===== src/rtl/expansion_stream.sv =====
// expansion_stream: registered E-expansion of a half block XOR subkey.
// The result goes out in one beat or as one S-box chunk per beat.
module expansion_stream #(
   parameter  int GROUPS  = 8,
   parameter  int GROUP_W = 4,
   localparam int N  = GROUPS * GROUP_W,
   localparam int CW = GROUP_W + 2,
   localparam int EW = GROUPS * CW,
   localparam int IW = (GROUPS > 1) ? $clog2(GROUPS) : 1
) (
   input  logic          clk,
   input  logic          rst_n,
   input  logic          in_valid,
   output logic          in_ready,
   input  logic [N-1:0]  in_data,
   input  logic [EW-1:0] in_key,
   input  logic          in_mode,
   output logic          par_valid,
   input  logic          par_ready,
   output logic [EW-1:0] par_data,
   output logic          chunk_valid,
   input  logic          chunk_ready,
   output logic [CW-1:0] chunk_data,
   output logic [IW-1:0] chunk_idx,
   output logic          chunk_last
);

   typedef enum logic [1:0] {
      IDLE,
      PAR,
      SER
   } state_t;

   state_t        state;
   logic [EW-1:0] res;
   logic [EW-1:0] expd;
   logic [IW-1:0] idx;
   logic          rdy_q;
   logic          pv_q;
   logic          cv_q;
   logic [CW-1:0] res_chunk [GROUPS];

   // Each group borrows one neighbour bit on each side, wrapping mod N.
   for (genvar g = 0; g < GROUPS; g++) begin : g_exp
      localparam int HI = (g * GROUP_W + GROUP_W) % N;
      localparam int LO = (g * GROUP_W + N - 1) % N;
      assign expd[g*CW +: CW] = {in_data[HI],
                                 in_data[g*GROUP_W +: GROUP_W],
                                 in_data[LO]};
      assign res_chunk[g] = res[g*CW +: CW];
   end

   always_ff @(posedge clk or negedge rst_n) begin
      if (!rst_n) begin
         state <= IDLE;
         res   <= '0;
         idx   <= '0;
         rdy_q <= 1'b1;
         pv_q  <= 1'b0;
         cv_q  <= 1'b0;
      end else begin
         unique case (state)
            IDLE: begin
               if (in_valid && rdy_q) begin
                  res   <= expd ^ in_key;
                  rdy_q <= 1'b0;
                  if (in_mode) begin
                     state <= SER;
                     cv_q  <= 1'b1;
                     idx   <= IW'(GROUPS - 1);
                  end else begin
                     state <= PAR;
                     pv_q  <= 1'b1;
                  end
               end
            end
            PAR: begin
               if (par_ready) begin
                  state <= IDLE;
                  pv_q  <= 1'b0;
                  rdy_q <= 1'b1;
               end
            end
            SER: begin
               if (chunk_ready) begin
                  if (idx == '0) begin
                     state <= IDLE;
                     cv_q  <= 1'b0;
                     rdy_q <= 1'b1;
                  end else begin
                     idx <= idx - 1'b1;
                  end
               end
            end
            default: begin
               state <= IDLE;
               idx   <= '0;
               rdy_q <= 1'b1;
               pv_q  <= 1'b0;
               cv_q  <= 1'b0;
            end
         endcase
      end
   end

   // in_ready must fall the instant reset asserts, not at the next edge.
   assign in_ready    = rdy_q & rst_n;
   assign par_valid   = pv_q;
   assign par_data    = pv_q ? res : '0;
   assign chunk_valid = cv_q;
   assign chunk_data  = cv_q ? res_chunk[idx] : '0;
   assign chunk_idx   = idx;
   assign chunk_last  = cv_q & (idx == '0);

endmodule


===== config.mk =====
export PLATFORM = sky130hd
export DESIGN_NAME = expansion_stream
export DESIGN_NICKNAME = d
export VERILOG_FILES = /design/src/rtl/expansion_stream.sv
export SDC_FILE = /design/constraint.sdc
export NUM_CORES = 1
export LEC_CHECK = 0
export ABC_AREA = 1
export CAP_MARGIN = 10
export CORE_ASPECT_RATIO = 0.8
export CORE_UTILIZATION = 44
export DETAILED_ROUTE_END_ITERATION = 7
export PLACE_DENSITY = 0.88
export SLEW_MARGIN = 5
export SYNTH_ARGS = -nofsm -noshare
export SYNTH_HDL_FRONTEND = slang
export SYNTH_SLANG_ARGS = --single-unit
export TNS_END_PERCENT = 1

===== constraint.sdc =====
create_clock -name clk -period 1.7 [get_ports clk]
set_input_delay 0.34 -clock clk [delete_from_list [all_inputs] [get_ports clk]]
set_output_delay 0.34 -clock clk [all_outputs]
set_load 0.02 [all_outputs]

==> reports/qor.yml <==
layout:
  layoutNonFillerInstCount: 841
  utilization: 0.7090
  fin_area_um2: 5685
  nNetsFinal: 821
  area_delta_synth_final_pct: 54.03
  drive_gt1_frac: 0.2128
  nFillCells: 644
  antennaDiodeCount: 0
place:
  gp_congestion: 0.8638
  hpwl_um: 8831
  pre_cts_slack_ns: -0.3066
  dp.cells: 831
  placed_cell_area_um2: 5707
  io_buffers: 146
sta:
  finalHoldViolCount: 0
  fmax_ghz: 0.5160
  whs_ns: 0.2210
  slew_headroom: 0.5212
  drv_slew: 0
  final.period_utilization: 1.140
  grt_setup_unrepaired: "true"
  fin_skew_ns: 0.01416
  finalWorstSetupSlack_ns: -0.2380
  final.min_clock_period_ns: 1.938
  finalSetupViolCount: 7
  worstMarginPinSlew_ns: 0.7182
route:
  first_pass_iters: 5
  wire_per_inst_um: 13.85
  vias: 4151
  drtIter0Drc: 254
  postRouteAntennaNets: 0
  drc: 0
  wl_um: 11650
  drt-vias-per-instance: 4.936
worst_hold_path:
  holdCritPathClass: "input port to asynchronous set/reset pin"
critical_path:
  r2r_slack_ns: 0.10
  worstSetupPathType: "flip-flop to output port"
  worstPathRequired_ns: 1.36
  crit_path_start_kind: "flip-flop"
  cp-startpoint: "chunk_idx[0]"
  arrival_ns: 1.60
  worstReg2RegEnd: "state[1]"
  path_max_fanout: 18
  r2r-start: "chunk_idx[0]"
  worstRegToRegCells: 9
  end_kind: "output port"
clock_network:
  clockBufferDepth: 2
  root_buffer: "clkbuf_8"
  hold_buffers: 0
  clk_latency_ns: 0.32
  cts_tree: "done"
  h-tree-depth: 2
  clk_pin_slew_ns: 0.09
  numCtsBuffers: 5
  cts_num_sinks: 56
logic_synthesis:
  async_flop_share: 1.000
  yosys.cell_types.count: 22
  synth_warnings: 0
  syn_nets: 626
  synth_ff_type: "dfrtp_1"
  synth-edff-count: 0
  ys_seq_area_frac: 0.3800
  syn_avg_cell_area_um2: 6.861
  syn_area_um2: 3691
  netlist_instances: 538
  synth_seq_cells: 56
floorplanning:
  die_area_um2: 8761
  fp.dieW_um: 104.4
  initial_utilization: 0.4603
  die_h_um: 83.92
  boundaryPins: 147
  core_area_um2: 8019
  rows: 29
run:
  drv_cap: 0
power_and_ir_drop:
  p_switching_w: 0.0005453
  power.combinational.fraction: 0.145
  ir_worst_vdd_uv: 291.1
  p_seq_frac: 0.560
  p_leak_nw: 3.198
  power_density_nw_per_um2: 418.3
  switching_share: 0.2293
  power_frac_clock: 0.295
  cell_internal_pwr_w: 0.001833
outcome:
  violations: "setup timing"
  status: "finished with violations"
grt:
  antenna_found_initial: 0
  grt_pass1_wl_um: 18370
  grt-ovfl-total: 0
  grt_usage: 0.2627
  grt_pass1_vias: 4015
  grt_max_degree: 57
-- synth_stat cells (2+ instances only) --
master	instances	area share
dfrtp_1	55	0.37
inv_1	105	0.11
buf_2	9	0.012
nor2_1	22	0.022
a21oi_1	4	0.0054
nand3_1	31	0.042
clkbuf_1	9	0.0092
xor2_1	48	0.11
o21ai_1	16	0.022
ha_1	2	0.0068
o21ai_0	31	0.042
inv_2	2	0.0020
nand2_1	185	0.19
buf_6	5	0.015
o21ai_2	7	0.017
-- metrics by stage --
step                setup TNS [ns]  total power (W)
finish                      -1.059         0.002378
global route                -1.560         0.002477
CTS                         -1.026         0.002396
detailed placement          -1.824         0.001703
global placement            -1.590         0.001696
floorplan                  -0.2439         0.001434
-- worst max-delay path, cell delays in order, from the launching register on --
cell	delay (ns)
dfrtp_2	0.46
buf_12	0.17
nand2_1	0.10
nand3_2	0.11
nand3_2	0.11
nand2_1	0.06
nor2_1	0.12
buf_4	0.16
-- cell families after synthesis --
kind of cell | count (synthesis) | share of synthesized area
fa+ha+maj | 2 | 0.006779
simple gates | 242 | 0.2647
flops | 56 | 0.3800
compound gates | 58 | 0.08576
xor+xnor | 48 | 0.1139
buf+inv | 132 | 0.1488
-- routing by layer --
layer,global-route usage,vias up,share of wire
met5,0,-,0
li1,-,1969,-
met2,0.4527,239,0.48
met4,0.09091,0,0.028
met3,0.05699,39,0.084
met1,0.3240,1904,0.41
-- layout by cell type, fill, tap and decap left out, drive strengths merged, types with 6 or more instances in the layout --
cell type and count:
nand2 185, inv 107, buf 88, clkdlybuf4s50 84
dfrtp 55, o21ai 54, xor2 48, clkbuf 33
nand3 31, nor2 24, clkdlybuf4s15 8, dlygate4sd2 6
-- sequential cells by signal, indices dropped and copies added, names as in the netlist --
register	cells
chunk_valid	1
chunk_idx	3
res	48
par_valid	1
state	2
rdy_q	1
-- final cells by class --
class | count | area, µm² | share of cell area
repair buffers | 213 | 1849 | 0.3253
multi-input cells | 350 | 1814 | 0.3191
flip-flops and latches | 56 | 1405 | 0.2471
inverters | 107 | 404.1 | 0.07108
well taps | 108 | 135.1 | 0.02377
clock buffers | 6 | 72.57 | 0.01276
clock inverters | 1 | 5.005 | 0.0008803
-- worst max path at each step --
stage / end / slack [ns] / cells after the start
after global placement: chunk_data[3] / -0.26 / 8
after floorplan: chunk_data[0] / -0.04 / 8
after CTS: chunk_data[3] / -0.20 / 8
final: chunk_data[0] / -0.24 / 7
after global routing: chunk_data[5] / -0.27 / 7
after detailed placement: chunk_data[3] / -0.31 / 8
-- repair_timing --
item,4_1_cts,5_1_grt
resized for setup,150,71
cloned,0,1
buffers inserted,1,1
setup endpoints to repair,61,46
hold endpoints to repair,0,0
pin swaps,2,6
-- power groups by stage --
stage	logic (W)	clock network (W)	registers (W)
floorplan	0.0000760	0	0.00136
global placement	0.000338	0	0.00136
finish	0.000345	0.000703	0.00133
CTS	0.000348	0.000717	0.00133
global route	0.000375	0.000770	0.00133
detailed placement	0.000346	0	0.00136
(Power assumes the default switching activity.)
